`src/rtl/aurora_hls_pkg.sv`:
```
// Shared definitions for the Aurora link bring-up sequencer.
package aurora_hls_pkg;

  typedef enum logic [2:0] {
    StIdle    = 3'd0,
    StReset   = 3'd1,
    StWaitUp  = 3'd2,
    StStable  = 3'd3,
    StUp      = 3'd4,
    StBackoff = 3'd5,
    StFault   = 3'd6
  } link_state_e;

  // All lanes up plus channel up.
  localparam logic [12:0] STATUS_OK_DEFAULT = 13'h11ff;

  function automatic int unsigned max_of4(input int unsigned a, input int unsigned b,
                                          input int unsigned c, input int unsigned d);
    int unsigned m;
    m = a;
    if (b > m) m = b;
    if (c > m) m = c;
    if (d > m) m = d;
    return m;
  endfunction

endpackage

```
`src/rtl/aurora_hls_link_timer.sv`:
```
// Loadable down-counter; done is high while the count sits at zero.
module aurora_hls_link_timer #(
  parameter int unsigned Width = 11
) (
  input  logic             clk,
  input  logic             rst,
  input  logic             load,
  input  logic [Width-1:0] load_value,
  output logic             done
);

  logic [Width-1:0] count_q;

  // Load wins over counting; the count holds at zero once expired.
  always_ff @(posedge clk) begin
    if (rst) begin
      count_q <= '0;
    end else if (load) begin
      count_q <= load_value;
    end else if (count_q != '0) begin
      count_q <= count_q - 1'b1;
    end
  end

  assign done = (count_q == '0);

endmodule

```
`src/rtl/aurora_hls_link_ctrl.sv`:
```
// Aurora core bring-up / recovery sequencer with bounded retries.
module aurora_hls_link_ctrl
  import aurora_hls_pkg::*;
#(
  parameter logic [12:0] STATUS_OK      = STATUS_OK_DEFAULT,
  parameter int unsigned RESET_CYCLES   = 16,
  parameter int unsigned UP_TIMEOUT     = 1024,
  parameter int unsigned STABLE_CYCLES  = 32,
  parameter int unsigned BACKOFF_CYCLES = 64,
  parameter int unsigned MAX_RETRIES    = 4
) (
  input  logic        clk,
  input  logic        rst,
  input  logic        enable,
  input  logic        clear_fault,
  input  logic [12:0] aurora_status,
  input  logic        fifo_tx_almost_full,
  output logic        aurora_reset,
  output logic        link_ready,
  output logic        tx_enable,
  output logic        fault,
  output logic [7:0]  retry_count,
  output logic [31:0] link_drop_count,
  output logic [2:0]  state
);

  localparam int unsigned MaxDur =
      max_of4(RESET_CYCLES, UP_TIMEOUT, STABLE_CYCLES, BACKOFF_CYCLES);
  localparam int unsigned TimerW = $clog2(MaxDur) + 1;

  // Timer is loaded with N-1 so the exit happens on the N-th edge in the state.
  localparam logic [TimerW-1:0] ResetLoad   = TimerW'(RESET_CYCLES - 1);
  localparam logic [TimerW-1:0] UpLoad      = TimerW'(UP_TIMEOUT - 1);
  localparam logic [TimerW-1:0] StableLoad  = TimerW'(STABLE_CYCLES - 1);
  localparam logic [TimerW-1:0] BackoffLoad = TimerW'(BACKOFF_CYCLES - 1);
  localparam logic [7:0]        MaxRetries  = 8'(MAX_RETRIES);

  link_state_e       state_q, state_d;
  logic [7:0]        retry_q, retry_d;
  logic [31:0]       drop_q, drop_d;
  logic              aurora_reset_q, link_ready_q, fault_q, tx_enable_q;
  logic              status_ok;
  logic              timer_done;
  logic              timer_load;
  logic [TimerW-1:0] timer_value;

  assign status_ok = (aurora_status == STATUS_OK);

  // Next-state, retry and drop-count logic; enable=0 overrides everything.
  always_comb begin
    state_d = state_q;
    retry_d = retry_q;
    drop_d  = drop_q;
    case (state_q)
      StIdle: begin
        if (enable) state_d = StReset;
      end
      StReset: begin
        if (timer_done) state_d = StWaitUp;
      end
      StWaitUp: begin
        if (status_ok) begin
          state_d = StStable;
        end else if (timer_done) begin
          if (retry_q < MaxRetries) begin
            retry_d = retry_q + 8'd1;
            state_d = StBackoff;
          end else begin
            state_d = StFault;
          end
        end
      end
      StStable: begin
        if (!status_ok) begin
          state_d = StWaitUp;
        end else if (timer_done) begin
          state_d = StUp;
          retry_d = '0;
        end
      end
      StUp: begin
        if (!status_ok) begin
          state_d = StReset;
          if (drop_q != 32'hFFFF_FFFF) drop_d = drop_q + 32'd1;
        end
      end
      StBackoff: begin
        if (timer_done) state_d = StReset;
      end
      StFault: begin
        if (clear_fault) begin
          state_d = StIdle;
          retry_d = '0;
        end
      end
      default: state_d = StIdle;
    endcase
    if (!enable && (state_q != StIdle)) begin
      state_d = StIdle;
      retry_d = retry_q;
      drop_d  = drop_q;
    end
  end

  // Reload the shared timer on every state entry with the entered state's duration.
  always_comb begin
    timer_load  = (state_d != state_q);
    timer_value = '0;
    case (state_d)
      StReset:   timer_value = ResetLoad;
      StWaitUp:  timer_value = UpLoad;
      StStable:  timer_value = StableLoad;
      StBackoff: timer_value = BackoffLoad;
      default:   timer_value = '0;
    endcase
  end

  aurora_hls_link_timer #(
    .Width (TimerW)
  ) u_timer (
    .clk        (clk),
    .rst        (rst),
    .load       (timer_load),
    .load_value (timer_value),
    .done       (timer_done)
  );

  // State register plus outputs decoded from the next state so they move together.
  always_ff @(posedge clk) begin
    if (rst) begin
      state_q        <= StIdle;
      retry_q        <= '0;
      drop_q         <= '0;
      aurora_reset_q <= 1'b1;
      link_ready_q   <= 1'b0;
      fault_q        <= 1'b0;
      tx_enable_q    <= 1'b0;
    end else begin
      state_q        <= state_d;
      retry_q        <= retry_d;
      drop_q         <= drop_d;
      aurora_reset_q <= !((state_d == StWaitUp) || (state_d == StStable) || (state_d == StUp));
      link_ready_q   <= (state_d == StUp);
      fault_q        <= (state_d == StFault);
      // Built from the current state, so it trails link_ready by one cycle.
      tx_enable_q    <= (state_q == StUp) && !fifo_tx_almost_full;
    end
  end

  assign state           = state_q;
  assign aurora_reset    = aurora_reset_q;
  assign link_ready      = link_ready_q;
  assign fault           = fault_q;
  assign tx_enable       = tx_enable_q;
  assign retry_count     = retry_q;
  assign link_drop_count = drop_q;

endmodule
```
`config.mk`:
```
export PLATFORM = sky130hd
export DESIGN_NAME = aurora_hls_link_ctrl
export DESIGN_NICKNAME = d
export VERILOG_FILES = /design/src/rtl/aurora_hls_pkg.sv /design/src/rtl/aurora_hls_link_timer.sv /design/src/rtl/aurora_hls_link_ctrl.sv
export SDC_FILE = /design/constraint.sdc
export NUM_CORES = 1
export LEC_CHECK = 0
export BUFFER_PORTS_ARGS = -buffer_cell sky130_fd_sc_hd__buf_2
export CAP_MARGIN = 20
export CORE_MARGIN = 3
export CORE_UTILIZATION = 59
export CTS_CLUSTER_SIZE = 25
export DETAILED_ROUTE_END_ITERATION = 10
export PLACE_DENSITY = 0.86
export SLEW_MARGIN = 20
export SYNTH_ARGS = -nofsm -noshare
export SYNTH_HDL_FRONTEND = slang
export SYNTH_SLANG_ARGS = --single-unit
```
`constraint.sdc`:
```
create_clock -name clk -period 4.6 [get_ports clk]
set_input_delay 0.69 -clock clk [delete_from_list [all_inputs] [get_ports clk]]
set_output_delay 0.69 -clock clk [all_outputs]
set_load 0.05 [all_outputs]
```
==> run summary <==
The flow ran to the end, and the final reports show no timing, DRC or antenna violations. The x dimension of the die was 78.6 um. The number of buffers inserted by post-CTS setup repair came out at 0. After detailed routing, the number of vias per cell comes to 5.89. The synthesized-area fraction occupied by ao, oa, aoi and oai cells came out at 14.0%.

STA classifies the critical path endpoint as a register. After technology mapping, the gate count stands at 380. Row count: 25. The number of warning messages in the yosys log came out at 0. The clock net in this run drives a total of 58 sinks. For this run the aggregate overflow at the end of global routing stands at 0. IR analysis of the VDD net gives a maximum drop of 0.000286 V.

The net total in the final layout was 462; the number of pins with negative max-slew slack in the final report was 0. The startpoint identified for the worst register-to-register timing path is u_timer.count_q[0]. In this run the worst path has a maximum fanout of 7. The number of input and output port buffers inserted was 64. The worst register-to-register path ends at retry_count[6].

The H-tree generated during clock tree synthesis spans 3 levels. The area added between synthesis and finish was 20.1%; the achievable clock frequency was 346 MHz. Data on the critical path is required at its endpoint by 4.82 ns. The register-to-register path setup slack came out at 1.71 ns. Number of antenna repair diodes: 0.

The total of cells resized after clock tree synthesis is 0, and the count of different cell masters after synthesis is 59. The floorplan step defined a core boundary enclosing 4910 sq um. The final route contains 3021 vias.

The tree is rooted in a sky130_fd_sc_hd__clkbuf_8. Sequential cells burn 32.5% of the power. For the relative contribution of combinational cells to total power, the log shows 33.2%.

The logs give 497 for the number of placed instances with taps included and 0 for the reported max-cap violation count. Summed over all nets, the switching power comes to 672 uW. The run gives 5 as the number of detailed-routing iterations run before antenna repair. By area, the combinational part of the netlist is dominated by simple AND/OR/NAND/NOR gates. The library cell used most frequently in the layout, excluding fill and tap cells, is sky130_fd_sc_hd__buf_2.

Pin placement for this block handled 65 I/O pins. From bottom edge to top edge, the die measures 78.6 um. For the pin with the worst max-slew slack, the measured transition is 0.771 ns. The total routed wirelength was 7.64 mm; the die outline area was 6180 sq um. The global-route total usage across every layer came out at 25.9%.

The post-synthesis share of cell area spent on xor and xnor gates was 10.1%; the arrival time reported for the critical path endpoint was 3.12 ns. In the layout the commonest cells are sky130_fd_sc_hd__buf_2 (64), sky130_fd_sc_hd__nor2_1 (59), sky130_fd_sc_hd__dfxtp_1 (58). Between clock sinks in the finished design, the worst skew comes to 0.00554 ns. After Yosys synthesis, and, or, nand and nor cells account for 33.3% of the synthesized area. The average wire per cell in the routed design came out at 14.9 um. Walking the worst path, the cells encountered are inv_1 -> ha_1 -> nor3b_2 -> nand4_2 -> o31ai_1 -> nand4_1 -> nor4_1 -> xnor2_1 -> nor2_1. Once detail routing completed, the nets flagged for antenna violations numbered 0. TritonCTS built the clock tree. In the routed design, unresolved DRC markers number 0.

For this design the static power due to leakage is 0.00150 uW. For the initial antenna violation count, the log shows 0. The clock buffer count from CTS was 9; the part of the Yosys area used for sequential elements was 37.3%.

The run gives 39 as the pin count of the biggest net entering global routing. For this block, the initial DRC count from the detailed router was 243. Adding up every negative setup slack in the final design gives 0 ns.

Maximum single-stage delay on the critical path: 0.49 ns. After synthesis, the mean cell area works out to 8.19 sq um. The total power per unit cell area was 516 nW/um^2. Final instance count without filler cells: 513. The kind of start point of the critical path was a register. Counting every net in the synthesized netlist gives 401. Type of the tightest min-delay check: register to register.

The cell internal power dissipation is 1250 uW, and the share of final-layout standard cells stronger than drive strength 1 is 22.0%. The via count of the first global-routing pass was 2854; the number of buffers between clock root and the deepest sink was 2. After clock tree synthesis, the clock-pin slew on the worst setup and hold paths is 0.07 ns. The cell type of the slowest stage on the worst timing path is sky130_fd_sc_hd__nor3b_2.

The top flip-flop cell by instance count after synthesis was sky130_fd_sc_hd__dfxtp_1. In this run the most critical hold path is launched from u_timer.count_q[10]. The run gives 12.7 mm as the global-route wire length before repair. The share of total power dissipated in the clock network is 34.4%. The area of the mapped netlist was 3110 sq um; the proportion of synthesized area in mux cells was 0.322%.

Worst-skew pair later-pin latency: 0.33 ns. The synthesized design contains 0 enable-type register cells. Once detailed placement completed, the half-perimeter wirelength came to 5.29 mm. The clock period minus worst slack works out to 2.89 ns. The async set-or-reset flop fraction in the synthesized netlist was 0%; the final weighted congestion of routability-driven global placement was 1.02. The count of cells along the worst hold path was 2; the hold-fix buffer count after cts was 0. In this run switching power makes up 34.9% of total power. The arithmetic-cell share of the synthesized area counting full adders, half adders and majority gates works out to 1.21%.

The final-report hold violation count was 0. The path depth of the worst reg2reg path was 9; the initial standard-cell utilization of the core was 63.3%. Setup violations remaining at the end of the flow were counted as 0.

Setup repair after global routing left no endpoint under its margin. Worst slew margin relative to its limit: 48.3%. The final critical path takes up 62.9% of the cycle.

The critical path is of the register to register type. For hold timing, the worst endpoint is u_timer.count_q[10]. The design draws 1930 uW.

The register bit count reported by yosys works out to 58.
-- Yosys cell counts, types with 6 or more instances --
cell                       count  area, sq um
sky130_fd_sc_hd__a21oi_1      14         70.1
sky130_fd_sc_hd__a31oi_1       6         37.5
sky130_fd_sc_hd__and3_1        8         50.1
sky130_fd_sc_hd__and4_1        6         52.6
sky130_fd_sc_hd__clkbuf_1      8         30.0
sky130_fd_sc_hd__dfxtp_1      58         1160
sky130_fd_sc_hd__inv_1        14         52.6
sky130_fd_sc_hd__nand2_1      29          109
sky130_fd_sc_hd__nand2b_1      7         43.8
sky130_fd_sc_hd__nand3_1      16         80.1
sky130_fd_sc_hd__nand4_1      12         75.1
sky130_fd_sc_hd__nor2_1       59          221
sky130_fd_sc_hd__nor3_1       17         85.1
sky130_fd_sc_hd__nor4_1        8         50.1
sky130_fd_sc_hd__o21ai_0      10         50.1
sky130_fd_sc_hd__o21ai_1       6         30.0
sky130_fd_sc_hd__xnor2_1      22          193
sky130_fd_sc_hd__xor2_1       14          123
-- worst max-delay path: cells and delay by family, from the launching register on --
kind,cells,cell delay [ns]
flops,1,0.31
compound gates,1,0.49
buf+inv,1,0.08
xor+xnor,1,0.18
fa+ha+maj,1,0.20
simple gates,5,1.52
-- layer usage --
| metal | routed length (um) | share of wire, % | track usage, % |
|---|---|---|---|
| met3 | 518 | 6.8 | 5.16 |
| met5 | 0 | 0 | 0 |
| met2 | 3630 | 47 | 41.3 |
| met4 | 254 | 3.3 | 16.4 |
| met1 | 3240 | 42 | 31.9 |
-- how the worst max path moves through the flow --
stage	start	end	slack, ns	depth (start not counted)
after detailed placement	aurora_status[11]	u_timer.count_q[6]	1.52	8
after global placement	aurora_status[11]	u_timer.count_q[5]	1.60	8
final	u_timer.count_q[0]	retry_count[6]	1.71	9
after CTS	u_timer.count_q[0]	retry_count[6]	1.78	9
after floorplan	aurora_status[11]	u_timer.count_q[5]	1.89	8
after global routing	u_timer.count_q[0]	u_timer.count_q[8]	1.58	9
-- area by class of cell --
| class | count | area, sq um |
|---|---|---|
| fillers | 369 | 1180 |
| clock buffers | 12 | 165 |
| repair buffers | 64 | 320 |
| inverters | 14 | 52.6 |
| flip-flops and latches | 58 | 1160 |
| well taps | 67 | 83.8 |
| multi-input cells | 294 | 1830 |
| clock inverters | 4 | 120 |
-- cell families after synthesis --
| kind of cell | count (synthesis) |
|---|---|
| buffers and inverters | 28 |
| muxes | 1 |
| AOI/OAI and AO/OA | 62 |
| xor gates and xnor gates | 36 |
| and+or+nand+nor | 192 |
| adders and majority gates | 3 |
| DFF | 58 |
-- power groups by stage --
| stage | Sequential (uW) | Clock [uW] | Combinational, uW |
|---|---|---|---|
| 2_1_floorplan | 649 | 0 | 481 |
| 6_report | 625 | 662 | 638 |
| 5_1_grt | 633 | 688 | 696 |
| 3_3_place_gp | 633 | 0 | 604 |
| 3_5_place_dp | 634 | 0 | 621 |
| 4_1_cts | 623 | 669 | 632 |
-- through the flow --
step / cell area, sq um / hold WS (ns) / worst slack (ns) / utilization [%]
final: 3730 / 0.499 / 1.71 / 76.1
after global routing: 3730 / 0.507 / 1.58 / 76.1
after CTS: 3730 / 0.498 / 1.78 / 76.1
after detailed placement: 3450 / 0.488 / 1.52 / 70.2
after global placement: 3450 / 0.481 / 1.60 / 70.2
after floorplan: 3110 / 0.449 / 1.89 / -
-- registers in the layout, summed over array words and instances (netlist names) --
| signal | count |
|---|---|
| tx_enable | 1 |
| fault | 1 |
| retry_count | 8 |
| state | 3 |
| link_ready | 1 |
| u_timer.count_q | 11 |
| link_drop_count | 32 |
| aurora_reset | 1 |
Power figures use the tool's default switching activity.
